--- src/rtl/fetch_queue.sv ---
`default_nettype none
// ============================================================================
// Module   : fetch_queue
// Purpose  : Circular fetch queue of {PC, instr} pairs between F and D stages,
//            with single-cycle redirect flush. Optional macro FETCH_ADEL_CHECK_EN
//            tags misaligned / out-of-range PCs as fetch address errors.
// Revision : 1.0
// ============================================================================
module fetch_queue #(
  parameter int DEPTH = 4
) (
  input  logic                     clk,
  input  logic                     reset,
  input  logic                     in_valid,
  input  logic [31:0]              in_pc,
  input  logic [31:0]              in_instr,
  output logic                     in_ready,
  output logic                     out_valid,
  output logic [31:0]              out_pc,
  output logic [31:0]              out_instr,
  output logic                     out_exc,
  input  logic                     out_ready,
  input  logic                     flush,
  output logic [$clog2(DEPTH):0]   count
);

  localparam int AW = $clog2(DEPTH);
  localparam int CW = AW + 1;
  localparam logic [CW-1:0] C_FULL = CW'(DEPTH);

  logic [AW-1:0] wr_ptr_q, wr_ptr_d;
  logic [AW-1:0] rd_ptr_q, rd_ptr_d;
  logic [CW-1:0] count_q, count_d;
  logic [31:0]   pc_mem_q    [DEPTH];
  logic [31:0]   instr_mem_q [DEPTH];
  logic          push, pop;
  logic [31:0]   wr_instr;

  assign in_ready  = (count_q != C_FULL);
  assign out_valid = (count_q != '0);
  assign push      = in_valid && in_ready;
  assign pop       = out_valid && out_ready;
  assign count     = count_q;

`ifdef FETCH_ADEL_CHECK_EN
  logic exc_new;
  logic exc_mem_q [DEPTH];

  // Misaligned or outside the instruction window: store a nop and flag it.
  assign exc_new  = (in_pc[1:0] != 2'b00) || (in_pc < 32'h0000_3000) ||
                    (in_pc > 32'h0000_6FFF);
  assign wr_instr = exc_new ? 32'h0000_0000 : in_instr;
  assign out_exc  = out_valid ? exc_mem_q[rd_ptr_q] : 1'b0;
`else
  assign wr_instr = in_instr;
  assign out_exc  = 1'b0;
`endif

  always_ff @(posedge clk) begin
    if (push && !flush) begin
      pc_mem_q[wr_ptr_q]    <= in_pc;
      instr_mem_q[wr_ptr_q] <= wr_instr;
`ifdef FETCH_ADEL_CHECK_EN
      exc_mem_q[wr_ptr_q]   <= exc_new;
`endif
    end
  end

  assign out_pc    = out_valid ? pc_mem_q[rd_ptr_q]    : 32'h0000_0000;
  assign out_instr = out_valid ? instr_mem_q[rd_ptr_q] : 32'h0000_0000;

  always_comb begin
    wr_ptr_d = wr_ptr_q;
    rd_ptr_d = rd_ptr_q;
    count_d  = count_q;
    if (flush) begin
      wr_ptr_d = '0;
      rd_ptr_d = '0;
      count_d  = '0;
    end else begin
      if (push) wr_ptr_d = wr_ptr_q + AW'(1);
      if (pop)  rd_ptr_d = rd_ptr_q + AW'(1);
      case ({push, pop})
        2'b10:   count_d = count_q + CW'(1);
        2'b01:   count_d = count_q - CW'(1);
        default: count_d = count_q;
      endcase
    end
  end

  always_ff @(posedge clk or negedge reset) begin
    if (!reset) begin
      wr_ptr_q <= '0;
      rd_ptr_q <= '0;
      count_q  <= '0;
    end else begin
      wr_ptr_q <= wr_ptr_d;
      rd_ptr_q <= rd_ptr_d;
      count_q  <= count_d;
    end
  end

endmodule
`default_nettype wire

--- config.mk ---
export PLATFORM = sky130hd
export DESIGN_NAME = fetch_queue
export DESIGN_NICKNAME = d
export VERILOG_FILES = /design/src/rtl/fetch_queue.sv
export SDC_FILE = /design/constraint.sdc
export NUM_CORES = 1
export LEC_CHECK = 0
export CORE_AREA = 2 2 148 150
export CTS_CLUSTER_DIAMETER = 100
export DETAILED_ROUTE_END_ITERATION = 8
export DIE_AREA = 0 0 150 152
export PLACE_DENSITY = 0.71
export SETUP_SLACK_MARGIN = 0.5
export SLEW_MARGIN = 20
export SYNTH_ARGS = -nofsm -noshare
export SYNTH_HDL_FRONTEND = slang
export SYNTH_SLANG_ARGS = --single-unit
--- constraint.sdc ---
create_clock -name clk -period 3.7 [get_ports clk]
set_input_delay 0.74 -clock clk [delete_from_list [all_inputs] [get_ports clk]]
set_output_delay 0.74 -clock clk [all_outputs]
set_load 0.01 [all_outputs]
==> metrics.txt <==
status finished, final reports clean; synthesized area 10240 sq um; Pwr per Cell Area 596.3 nW/um^2; Core Rows 54; initial antenna violation count 1; post-detail-place hpwl 11550 microns; kind of critical path flip-flop to primary output; vias per inst 5.456; CTS sink cnt 263; Clock Path Buffers 3; Num CTS Buffers 27; Final Cycle Share 0.8705; min Tclk post-route about 3.2 ns; H-Tree Depth 1; gpl congestion 0.7046; DRT Pass-1 Iters 4; CP Launch Type flip-flop; IO Port Bufs ~140; area share of the largest cell type after synthesis 0.7509; setup violators final 0; RSZ-0062 raised after global routing true; final WL 20910 microns; fin cells 935; EDFF count, synth 256; YS warnings 0; post-synthesis cell type count 34; Final Hold Viols 0; Critical Path Sink Type primary output; Root Buffer clkbuf_16; Max Cap Violations 0; initial detailed-routing violation count roughly 280; Post-DRT Antenna Nets 0; Core Region 21350 sq um; FFs w/ async S/R, synth 0.02662; Setup TNS 0 ns; GR Util All Layers 0.1830; Crit path arrival time 2.48 ns; Least-Margin Pin Slew roughly 0.6 ns; flops & latches, synth 263; Worst-path clk slew 0.06 ns; register area share after synthesis 0.7680; Post-synth top cells 256 x edfxtp_1, 69 x and2_1, 64 x mux4_2; skew final a little over 0.008 ns; vias in the first global route 5557; Syn Inst Count 474; dominant cells by area after synthesis edfxtp_1 75%, mux4_2 14%, and2_1 4.2%; DR DRC count 0; GR Overflow Total 0; fin area 13100 sq um; clock insertion delay at the later pin of the skew report 0.53 ns; DP Area between 10000 and 15000 sq um; Hold-fix buffers, CTS 0; Die Footprint 22800 sq um; Synth Flop Type edfxtp_1; IO Count 139; VDD IR max 0.4393 mV; cell taking the most area after synthesis edfxtp_1; wire length per cell around 22 microns; Avg Cell Area, Syn ~22 sq um; Hold Crit Class input port to async pin; crit-path max FO 12; DIE HEIGHT 152 microns; total number of vias a little over 5000; Placed Cells incl. Taps a little under 900; Initial Util 0.4795; fin util 0.6137; Max Slew Vio Count 0; share of layout cells above drive strength 1 0.2049; Tot Pwr 7.814 mW; Leakage 4.486 nW; worst endpoint required time 2.96 ns; highest clock rate 310.5 MHz; post-layout net count 707; P&R area growth vs syn 28.00%; TritonCTS clock tree done; Mapped Nets 548; first-pass GRT wire length 31470 microns; Max-slew headroom 0.5916; count leader, synth edfxtp_1; largest net degree at the start of global routing between 60 and 70; Horiz. Die Dim ~150 microns
[layout make-up]
| type | instances | area, sq um |
|---|---|---|
| sequential | 263 | 7873 |
| inverter | 5 | 18.77 |
| multi-input combinational | 181 | 2250 |
| clock inverter | 20 | 198.9 |
| clock buffer | 30 | 686.9 |
| timing repair buffer | 155 | 1724 |
| fill | 1550 | 8247 |
| tap | 280 | 350.3 |
| antenna | 1 | 2.502 |
[registers in the layout, summed over array words and instances, names as in the netlist]
name / flops
count: 3
instr_mem_q: 128
pc_mem_q: 128
rd_ptr_q: 2
wr_ptr_q: 2
[layout by cell type (no fill, tap or decap), drive strengths merged, types with 2 or more instances in the layout]
cell,n
edfxtp,256
clkdlybuf4s50,116
and2,69
mux4,64
clkbuf,31
dlymetal6s2s,21
buf,17
clkinv,13
dfrtp,7
inv,6
nand2b,5
a21oi,5
or3,5
ha,4
bufinv,4
o21ai,3
nand3,3
nand3b,2
xor2,2
nor2,2
o22ai,2
clkinvlp,2
nor3b,2
[what timing repair did]
| action | CTS | global route |
|---|---|---|
| cloned | 2 | 2 |
| pin swaps | 2 | 1 |
| hold endpoints to repair | 0 | 0 |
| resized for setup | 5 | 26 |
| setup buffers | 4 | 1 |
| endpoints found under the setup margin | 65 | 66 |
[kinds of logic after synthesis]
| group | share of synthesized area |
|---|---|
| AND/OR/NAND/NOR | 0.05329 |
| multiplexers | 0.1408 |
| buffers and inverters | 0.01748 |
| XOR/XNOR | 0.002567 |
| other | 0.0003663 |
| flip-flops | 0.7680 |
| adder cells (fa/ha/maj) | 0.006845 |
| AO/OA/AOI/OAI | 0.01063 |
[critical path: stages, from the launching register on]
cell,delay (ns)
dfrtp_4,0.47
buf_12,0.13
buf_16,0.15
mux4_2,0.55
and2_1,0.18
clkdlybuf4s50_1,0.48
[metrics by stage]
stage	hold slack (ns)	setup slack (ns)
after floorplan	0.4444	1.048
after global placement	0.5711	0.6425
after detailed placement	0.5847	0.5393
after CTS	0.4705	0.4329
after global routing	0.5063	0.3904
final	0.4778	0.4791
[worst paths after layout]
check	endpoint	slack [ns]	startpoint	cells after the start
max	out_pc[2]	0.48	rd_ptr_q[0]$_DFFE_PN0P_	5
min	count[2]$_DFFE_PN0P_	0.48	reset	1
max reg2reg	pc_mem_q[2][23]$_DFFE_PP_	1.23	count[2]$_DFFE_PN0P_	4
min reg2reg	wr_ptr_q[0]$_DFFE_PN0P_	0.59	wr_ptr_q[0]$_DFFE_PN0P_	2
max in group asynchronous	rd_ptr_q[0]$_DFFE_PN0P_	2.94	reset	1
min in group clk	wr_ptr_q[0]$_DFFE_PN0P_	0.59	wr_ptr_q[0]$_DFFE_PN0P_	2
[power breakdown]
part	internal (mW)	total [mW]	switching (mW)	leakage, nW
registers	3.39	3.46	0.0703	2.41
logic	0.928	1.67	0.739	1.64
clock network	1.61	2.69	1.08	0.430
[metal layers]
metal	global-route usage	vias to the layer above	routed length, microns
met3	0.03574	39	1235
met5	0	-	0
met4	0.05705	0	508
met2	0.3164	164	10810
li1	-	2250	-
met1	0.2344	2648	8362
(Power assumes the default switching activity.)
